[config.mk]
export PLATFORM = sky130hd
export DESIGN_NAME = ps2_key_event_decoder_flat
export DESIGN_NICKNAME = d
export VERILOG_FILES = /design/src/rtl/ps2_kbd_pkg.sv /design/src/rtl/ps2_key_event_decoder_if.sv /design/src/rtl/ps2_key_event_decoder_fifo.sv /design/src/rtl/ps2_key_event_decoder.sv /design/src/flat_wrapper.sv
export SDC_FILE = /design/constraint.sdc
export NUM_CORES = 1
export LEC_CHECK = 0
export ABC_AREA = 0
export BUFFER_PORTS_ARGS = -buffer_cell sky130_fd_sc_hd__clkbuf_2
export CAP_MARGIN = 20
export CELL_PAD_IN_SITES_DETAIL_PLACEMENT = 1
export CELL_PAD_IN_SITES_GLOBAL_PLACEMENT = 1
export CORE_MARGIN = 5
export CORE_UTILIZATION = 45
export DETAILED_ROUTE_END_ITERATION = 10
export PLACE_DENSITY = 0.85
export SKIP_LAST_GASP = 1
export SYNTH_ARGS = -nofsm -noshare
export SYNTH_HDL_FRONTEND = slang
export SYNTH_HIERARCHICAL = 1
export SYNTH_SLANG_ARGS = --single-unit
export TNS_END_PERCENT = 30
[constraint.sdc]
create_clock -name clk -period 3.95 [get_ports clk]
set_clock_uncertainty 0.15 [all_clocks]
set_input_delay 0.395 -clock clk [delete_from_list [all_inputs] [get_ports clk]]
set_output_delay 0.395 -clock clk [all_outputs]
set_load 0.01 [all_outputs]
[src/rtl/ps2_kbd_pkg.sv]
// Shared constants, state encodings and event helpers for the PS/2 key event decoder.
// Event word layout is {ext, brk, code[7:0]}.
package ps2_kbd_pkg;

  localparam logic [7:0] BRK    = 8'hF0;
  localparam logic [7:0] EXT    = 8'hE0;
  localparam logic [7:0] PAUSE  = 8'hE1;
  localparam logic [7:0] BAT_OK = 8'hAA;
  localparam logic [7:0] ACK    = 8'hFA;
  localparam logic [7:0] RESEND = 8'hFE;
  localparam logic [7:0] KB_ERR = 8'hFF;
  localparam logic [7:0] KB_NUL = 8'h00;

  localparam logic [2:0] PAUSE_SKIP = 3'd7;

  localparam int EV_W   = 32'sd10;
  localparam int EV_EXT = 32'sd9;
  localparam int EV_BRK = 32'sd8;

  localparam int MODE_BRK_ONLY  = 32'sd0;
  localparam int MODE_MAKE_ONLY = 32'sd1;
  localparam int MODE_BOTH      = 32'sd2;

  typedef enum logic [2:0] {
    ST_IDLE    = 3'd0,
    ST_EXT     = 3'd1,
    ST_BRK     = 3'd2,
    ST_EXT_BRK = 3'd3,
    ST_SKIP    = 3'd4
  } parse_state_e;

  // Keyboard status/handshake bytes that never describe a key.
  function automatic logic is_ignored(input logic [7:0] b);
    logic hit;
    case (b)
      BAT_OK, ACK, RESEND, KB_NUL, KB_ERR: hit = 1'b1;
      default:                             hit = 1'b0;
    endcase
    return hit;
  endfunction

  function automatic logic [EV_W-1:0] pack_event(input logic ext, input logic brk,
                                                 input logic [7:0] code);
    logic [EV_W-1:0] ev;
    ev         = {2'b00, code};
    ev[EV_EXT] = ext;
    ev[EV_BRK] = brk;
    return ev;
  endfunction

endpackage

[src/rtl/ps2_key_event_decoder_if.sv]
// Byte-stream input and key-event queue output of the PS/2 key event decoder.
// master = receiver/game-logic side, slave = decoder.
interface ps2_key_event_decoder_if;

  logic       rx_done_tick;
  logic [7:0] rx_data;
  logic       rd_key_code;
  logic       clr_overflow;
  logic [9:0] key_code;
  logic       kb_buf_empty;
  logic       kb_buf_full;
  logic       overflow;

  modport master (
    output rx_done_tick, rx_data, rd_key_code, clr_overflow,
    input  key_code, kb_buf_empty, kb_buf_full, overflow
  );

  modport slave (
    input  rx_done_tick, rx_data, rd_key_code, clr_overflow,
    output key_code, kb_buf_empty, kb_buf_full, overflow
  );

endinterface

[src/rtl/ps2_key_event_decoder_fifo.sv]
// Generic first-word-fall-through FIFO: B-bit words, 2**W entries, registered full/empty flags.
// A read while empty is ignored; a write while full succeeds only together with a read.
module ps2_key_event_decoder_fifo #(
  parameter int B = 10,
  parameter int W = 2
) (
  input  logic         clk,
  input  logic         reset,
  input  logic         rd,
  input  logic         wr,
  input  logic [B-1:0] w_data,
  output logic         empty,
  output logic         full,
  output logic [B-1:0] r_data
);

  logic [B-1:0] mem_r [2**W];
  logic [W-1:0] wr_ptr_r;
  logic [W-1:0] rd_ptr_r;
  logic [W-1:0] wr_ptr_nx_s;
  logic [W-1:0] rd_ptr_nx_s;
  logic [W-1:0] wr_ptr_inc_s;
  logic [W-1:0] rd_ptr_inc_s;
  logic         full_r;
  logic         empty_r;
  logic         full_nx_s;
  logic         empty_nx_s;
  logic         rd_ok_s;
  logic         wr_ok_s;

  assign rd_ok_s      = rd & ~empty_r;
  assign wr_ok_s      = wr & (~full_r | rd_ok_s);
  assign wr_ptr_inc_s = wr_ptr_r + W'(1'b1);
  assign rd_ptr_inc_s = rd_ptr_r + W'(1'b1);

  // Storage array write port.
  always_ff @(posedge clk) begin
    if (wr_ok_s) begin
      mem_r[wr_ptr_r] <= w_data;
    end
  end

  // Pointer and flag registers.
  always_ff @(posedge clk) begin
    if (reset) begin
      wr_ptr_r <= '0;
      rd_ptr_r <= '0;
      full_r   <= 1'b0;
      empty_r  <= 1'b1;
    end else begin
      wr_ptr_r <= wr_ptr_nx_s;
      rd_ptr_r <= rd_ptr_nx_s;
      full_r   <= full_nx_s;
      empty_r  <= empty_nx_s;
    end
  end

  // Next pointer/flag values for read, write, or both.
  always_comb begin
    wr_ptr_nx_s = wr_ptr_r;
    rd_ptr_nx_s = rd_ptr_r;
    full_nx_s   = full_r;
    empty_nx_s  = empty_r;
    case ({wr_ok_s, rd_ok_s})
      2'b01: begin
        rd_ptr_nx_s = rd_ptr_inc_s;
        full_nx_s   = 1'b0;
        empty_nx_s  = (rd_ptr_inc_s == wr_ptr_r);
      end
      2'b10: begin
        wr_ptr_nx_s = wr_ptr_inc_s;
        empty_nx_s  = 1'b0;
        full_nx_s   = (wr_ptr_inc_s == rd_ptr_r);
      end
      2'b11: begin
        wr_ptr_nx_s = wr_ptr_inc_s;
        rd_ptr_nx_s = rd_ptr_inc_s;
      end
      default: begin
        wr_ptr_nx_s = wr_ptr_r;
        rd_ptr_nx_s = rd_ptr_r;
      end
    endcase
  end

  assign r_data = mem_r[rd_ptr_r];
  assign empty  = empty_r;
  assign full   = full_r;

endmodule

[src/rtl/ps2_key_event_decoder.sv]
// PS/2 scan-set-2 byte-stream parser producing tagged make/break events into a FIFO.
// Handles E0/F0/E1 prefixes, MODE masking, typematic repeat filtering and sticky overflow.
module ps2_key_event_decoder
  import ps2_kbd_pkg::*;
#(
  parameter int W_SIZE        = 2,
  parameter int MODE          = 2,
  parameter int REPEAT_FILTER = 1
) (
  input logic                   clk,
  input logic                   reset,
  ps2_key_event_decoder_if.slave bus
);

  parse_state_e    state_r;
  parse_state_e    state_nx_s;
  logic [2:0]      skip_cnt_r;
  logic [2:0]      skip_cnt_nx_s;
  logic            ev_valid_s;
  logic            ev_ext_s;
  logic            ev_brk_s;
  logic [7:0]      ev_code_s;
  logic [8:0]      last_make_r;
  logic            last_valid_r;
  logic            last_hit_s;
  logic            mode_ok_s;
  logic            repeat_hit_s;
  logic            accept_s;
  logic            rd_ok_s;
  logic            ovf_set_s;
  logic            overflow_r;
  logic            fifo_empty_s;
  logic            fifo_full_s;
  logic [EV_W-1:0] fifo_head_s;

  // Parser state and pause-skip counter.
  always_ff @(posedge clk) begin
    if (reset) begin
      state_r    <= ST_IDLE;
      skip_cnt_r <= 3'd0;
    end else begin
      state_r    <= state_nx_s;
      skip_cnt_r <= skip_cnt_nx_s;
    end
  end

  // Prefix parsing; an event is raised only on the byte that completes a sequence.
  always_comb begin
    state_nx_s    = state_r;
    skip_cnt_nx_s = skip_cnt_r;
    ev_valid_s    = 1'b0;
    ev_ext_s      = 1'b0;
    ev_brk_s      = 1'b0;
    ev_code_s     = bus.rx_data;
    if (bus.rx_done_tick) begin
      case (state_r)
        ST_IDLE: begin
          if (bus.rx_data == BRK) begin
            state_nx_s = ST_BRK;
          end else if (bus.rx_data == EXT) begin
            state_nx_s = ST_EXT;
          end else if (bus.rx_data == PAUSE) begin
            state_nx_s    = ST_SKIP;
            skip_cnt_nx_s = PAUSE_SKIP;
          end else if (is_ignored(bus.rx_data)) begin
            state_nx_s = ST_IDLE;
          end else begin
            ev_valid_s = 1'b1;
          end
        end
        ST_EXT: begin
          if (bus.rx_data == BRK) begin
            state_nx_s = ST_EXT_BRK;
          end else if (bus.rx_data == EXT) begin
            state_nx_s = ST_EXT;
          end else begin
            ev_valid_s = 1'b1;
            ev_ext_s   = 1'b1;
            state_nx_s = ST_IDLE;
          end
        end
        ST_BRK: begin
          if (bus.rx_data == BRK) begin
            state_nx_s = ST_BRK;
          end else begin
            ev_valid_s = 1'b1;
            ev_brk_s   = 1'b1;
            state_nx_s = ST_IDLE;
          end
        end
        ST_EXT_BRK: begin
          ev_valid_s = 1'b1;
          ev_ext_s   = 1'b1;
          ev_brk_s   = 1'b1;
          state_nx_s = ST_IDLE;
        end
        ST_SKIP: begin
          skip_cnt_nx_s = skip_cnt_r - 3'd1;
          // The whole pause sequence collapses into one extended make of E1.
          if (skip_cnt_r == 3'd1) begin
            ev_valid_s = 1'b1;
            ev_ext_s   = 1'b1;
            ev_code_s  = PAUSE;
            state_nx_s = ST_IDLE;
          end else begin
            state_nx_s = ST_SKIP;
          end
        end
        default: begin
          state_nx_s    = ST_IDLE;
          skip_cnt_nx_s = 3'd0;
        end
      endcase
    end else begin
      state_nx_s = state_r;
    end
  end

  assign last_hit_s   = last_valid_r && (last_make_r == {ev_ext_s, ev_code_s});
  assign mode_ok_s    = ev_brk_s ? (MODE != MODE_MAKE_ONLY) : (MODE != MODE_BRK_ONLY);
  assign repeat_hit_s = (REPEAT_FILTER != 0) && !ev_brk_s && last_hit_s;
  assign accept_s     = ev_valid_s && mode_ok_s && !repeat_hit_s;
  assign rd_ok_s      = bus.rd_key_code & ~fifo_empty_s;
  assign ovf_set_s    = accept_s & fifo_full_s & ~rd_ok_s;

  // Held-key tracking for the repeat filter; any release of that key clears it.
  always_ff @(posedge clk) begin
    if (reset) begin
      last_make_r  <= 9'd0;
      last_valid_r <= 1'b0;
    end else if (accept_s && !ev_brk_s) begin
      last_make_r  <= {ev_ext_s, ev_code_s};
      last_valid_r <= 1'b1;
    end else if (ev_valid_s && ev_brk_s && last_hit_s) begin
      last_valid_r <= 1'b0;
    end
  end

  // Sticky overflow; a new drop wins over a simultaneous clear.
  always_ff @(posedge clk) begin
    if (reset) begin
      overflow_r <= 1'b0;
    end else if (ovf_set_s) begin
      overflow_r <= 1'b1;
    end else if (bus.clr_overflow) begin
      overflow_r <= 1'b0;
    end
  end

  ps2_key_event_decoder_fifo #(
    .B (EV_W),
    .W (W_SIZE)
  ) u_fifo (
    .clk    (clk),
    .reset  (reset),
    .rd     (bus.rd_key_code),
    .wr     (accept_s),
    .w_data (pack_event(ev_ext_s, ev_brk_s, ev_code_s)),
    .empty  (fifo_empty_s),
    .full   (fifo_full_s),
    .r_data (fifo_head_s)
  );

  assign bus.key_code     = fifo_head_s;
  assign bus.kb_buf_empty = fifo_empty_s;
  assign bus.kb_buf_full  = fifo_full_s;
  assign bus.overflow     = overflow_r;

endmodule

[src/flat_wrapper.sv]
// flat-port wrapper written by rule: the top's interface ports become plain ports
module ps2_key_event_decoder_flat import ps2_kbd_pkg::*;
#(
  parameter int W_SIZE        = 2,
  parameter int MODE          = 2,
  parameter int REPEAT_FILTER = 1
)
  (clk, reset, bus_rx_done_tick, bus_rx_data, bus_rd_key_code, bus_clr_overflow, bus_key_code, bus_kb_buf_empty, bus_kb_buf_full, bus_overflow);
  ps2_key_event_decoder_if bus_i ();
  input logic clk;
  input logic reset;
  input wire logic [$bits(bus_i.rx_done_tick)-1:0] bus_rx_done_tick;
  input wire logic [$bits(bus_i.rx_data)-1:0] bus_rx_data;
  input wire logic [$bits(bus_i.rd_key_code)-1:0] bus_rd_key_code;
  input wire logic [$bits(bus_i.clr_overflow)-1:0] bus_clr_overflow;
  output wire logic [$bits(bus_i.key_code)-1:0] bus_key_code;
  output wire logic [$bits(bus_i.kb_buf_empty)-1:0] bus_kb_buf_empty;
  output wire logic [$bits(bus_i.kb_buf_full)-1:0] bus_kb_buf_full;
  output wire logic [$bits(bus_i.overflow)-1:0] bus_overflow;
  assign bus_i.rx_done_tick = bus_rx_done_tick;
  assign bus_i.rx_data = bus_rx_data;
  assign bus_i.rd_key_code = bus_rd_key_code;
  assign bus_i.clr_overflow = bus_clr_overflow;
  assign bus_key_code = bus_i.key_code;
  assign bus_kb_buf_empty = bus_i.kb_buf_empty;
  assign bus_kb_buf_full = bus_i.kb_buf_full;
  assign bus_overflow = bus_i.overflow;
  ps2_key_event_decoder #(.W_SIZE(W_SIZE), .MODE(MODE), .REPEAT_FILTER(REPEAT_FILTER)) u_core (.clk(clk), .reset(reset), .bus(bus_i));
endmodule
==> impl_metrics.ini <==
[sta]
fmax_ghz = 0.280
worst_slew_pin_slew_ns = 0.690
setup_tns_ns = 0
rsz0062_at_grt = no
timing.slew.headroom_pct = 53.9
hold_viol_final = 0
period_share_pct = 90.3
finalSetupViolations = 0
slew_violations = 0
period_needed_ns = 3.57

[clock_network]
ctsResizeCount = 0
clockRootBuffer = clkbuf_8
clk_pin_slew_ns = 0.08
cts-hold-fix-buffers = 0
post_cts_buffers = 0
cts.sinks = 65
cts.path.max_buffers = 2
clk_latency_ns = 0.34
cts_tree = yes
cts_buffers = 9
cts_htree_levels = 3

[logic_synthesis]
synth_edf_count = 40
synth-main-ff-cell = edfxtp_1
syn_inst = 275
yosys.area.top_type_share_pct = 37.8
synth_area_leaders = edfxtp_1 38%, dfxtp_1 16%, mux4_2 7.1%
yosysWarningCount = 6
synth_commonest_cells = 40 x edfxtp_1, 25 x a21oi_1, 25 x dfxtp_1
synth_nets = 295
syn_area_um2 = 3180
synth_area_per_cell_um2 = 11.6
synth.distinct_cells = 61
yosysSeqAreaShare_pct = 53.5
synth_seq_cells = 65
yosysMostFrequentCell = edfxtp_1
async_reset_ff_share_pct = 0
yosys.area.top_type = edfxtp_1

[worst_setup_path]
worstPathMaxFanout = 12
worst_ep_arrival_time_ns = 3.68
r2r_slack_ns = 0.38
start_kind = flop
crit_type = flop to flop
required_ns = 4.06
cp-end-kind = flop

[placed_design]
gp_congestion = 0.878
io_buffer_count = 25
dpl_cell_area_um2 = 3370
place_hpwl_um = 5240

[detailed_routing]
drt_iter0_drc = 139
wl_per_cell_um = 19.2
vias = 2275
drt_first_pass_iters = 5
drc = 0
wl_um = 7690
ant_nets = 0
routed_via_density = 5.67

[cells_and_area]
diodes = 0
fin_nets = 320
drive_gt1_share_pct = 21.3
fin_area_um2 = 3590
fillers = 750
multi_input_area_um2 = 1360
seq_area_um2 = 1700
area_growth_pct = 12.8

[power_and_ir_drop]
total_power_mw = 1.63
seqPwrFrac_pct = 49.0
leakagePower_nw = 1.28
irDropWorstVdd_v = 0.000143
p_switching_uw = 420
combPwrFrac_pct = 12.2
p_int_mw = 1.21
powerDensity_nw_per_um2 = 454
swShare_pct = 25.8
clockPowerShare_pct = 38.8

[global_route]
grt_max_degree = 29
grt_pass1_wl_um = 12500
grt_pass1_vias = 2384
grt_antenna_before_repair = 0
grt_overflow = 0
grt_usage_pct = 18.9

[floorplan]
rows = 30
die_w_um = 94.1
die_h_um = 94.1
dieArea_um2 = 8850
initial_utilization_pct = 46.6
io_pins = 26
core_um2 = 6830

[worst_hold_path]
worstHoldPathType = input port to flop

[run_status]
status = completed

[run]
max_cap_viol_count = 0
-- power groups by stage --
stage | registers, mW | clock network, mW | logic [mW]
after floorplan | 0.798 | 0 | 0.141
after global placement | 0.810 | 0 | 0.191
after detailed placement | 0.814 | 0 | 0.199
after CTS | 0.800 | 0.648 | 0.202
after global routing | 0.805 | 0.685 | 0.218
final | 0.799 | 0.632 | 0.198
-- layer usage --
layer	routed length [um]	share of wire (%)	track usage [%]
met4	123	1.6	8.78
met5	0	0	0
met3	277	3.6	3.93
met1	3260	42	22.5
met2	4030	52	32.5
-- through the flow --
step / hold WS, ns / utilization [%] / worst slack [ns] / instances
6_report: 0.224 / 52.5 / 0.382 / 401
5_1_grt: 0.225 / 52.5 / 0.0818 / 401
4_1_cts: 0.208 / 52.5 / 0.374 / 401
3_5_place_dp: 0.316 / 49.3 / 0.403 / 385
3_3_place_gp: 0.307 / 49.3 / 0.521 / 385
2_1_floorplan: 0.298 / - / 0.722 / 275
-- layout make-up --
cell class / count / share of cell area (%)
Multi-Input combinational cell: 183 / 37.7
Tap cell: 96 / 3.35
Clock inverter: 6 / 2.58
Sequential cell: 65 / 47.4
Clock buffer: 10 / 3.56
Inverter: 14 / 1.46
Timing Repair Buffer: 27 / 3.90
-- worst max-delay path: stages (launching register included) --
cell,delay [ns]
dfxtp_1,0.56
or2_1,0.33
or2_1,0.35
o22ai_2,0.14
o221ai_2,0.27
nor4_4,0.08
a21boi_1,0.29
a21boi_1,0.33
ha_1,0.32
or4b_1,0.53
o22ai_1,0.15
-- layout by cell type (no fill, tap or decap), types with 3 or more instances in the layout --
cell type / netlist / routed
a21o_1: 3 / 3
a21oi_1: 25 / 25
and2_1: 6 / 6
clkbuf_2: 1 / 25
clkbuf_8: 0 / 9
dfxtp_1: 25 / 25
edfxtp_1: 40 / 40
ha_1: 7 / 7
inv_1: 13 / 13
mux4_2: 10 / 10
nand2_1: 15 / 15
nand2b_1: 10 / 10
nand3_1: 6 / 6
nand4_1: 3 / 3
nor2_1: 22 / 22
nor2b_1: 4 / 4
nor3_1: 10 / 10
o21ai_0: 8 / 8
xnor2_1: 3 / 3
xor2_1: 4 / 4
-- cells by family (layout without fill, tap and decap cells) --
kind of cell,after synthesis,count (layout),share of synthesized area [%]
multiplexers,12,12,7.75
flip-flops,65,65,53.5
AO/OA/AOI/OAI,61,61,12.9
buffers and inverters,27,57,3.93
AND/OR/NAND/NOR,96,96,17.2
XOR/XNOR,7,7,1.93
adder cells (fa/ha/maj),7,7,2.75
-- sequential cells by signal, indices dropped and copies added, names as in the netlist, named ones only --
name	count
u_core/u_fifo/mem_r	40
u_core/last_make_r	9
u_core/skip_cnt_r	3
u_core/state_r	3
u_core/u_fifo/rd_ptr_r	2
u_core/u_fifo/wr_ptr_r	2
u_core/bus.overflow	1
u_core/last_valid_r	1
u_core/u_fifo/empty	1
u_core/u_fifo/full	1
-- path summary, 6_finish.rpt --
| path | start | end | cells after the start |
|---|---|---|---|
| min reg2reg | u_core/last_make_r[3] | u_core/last_make_r[3] | 2 |
| max | u_core/state_r[0] | u_core/u_fifo/full | 10 |
| min | bus_rx_done_tick | u_core/skip_cnt_r[2] | 2 |
| max reg2reg | u_core/state_r[0] | u_core/u_fifo/full | 10 |
(Power assumes the default switching activity.)
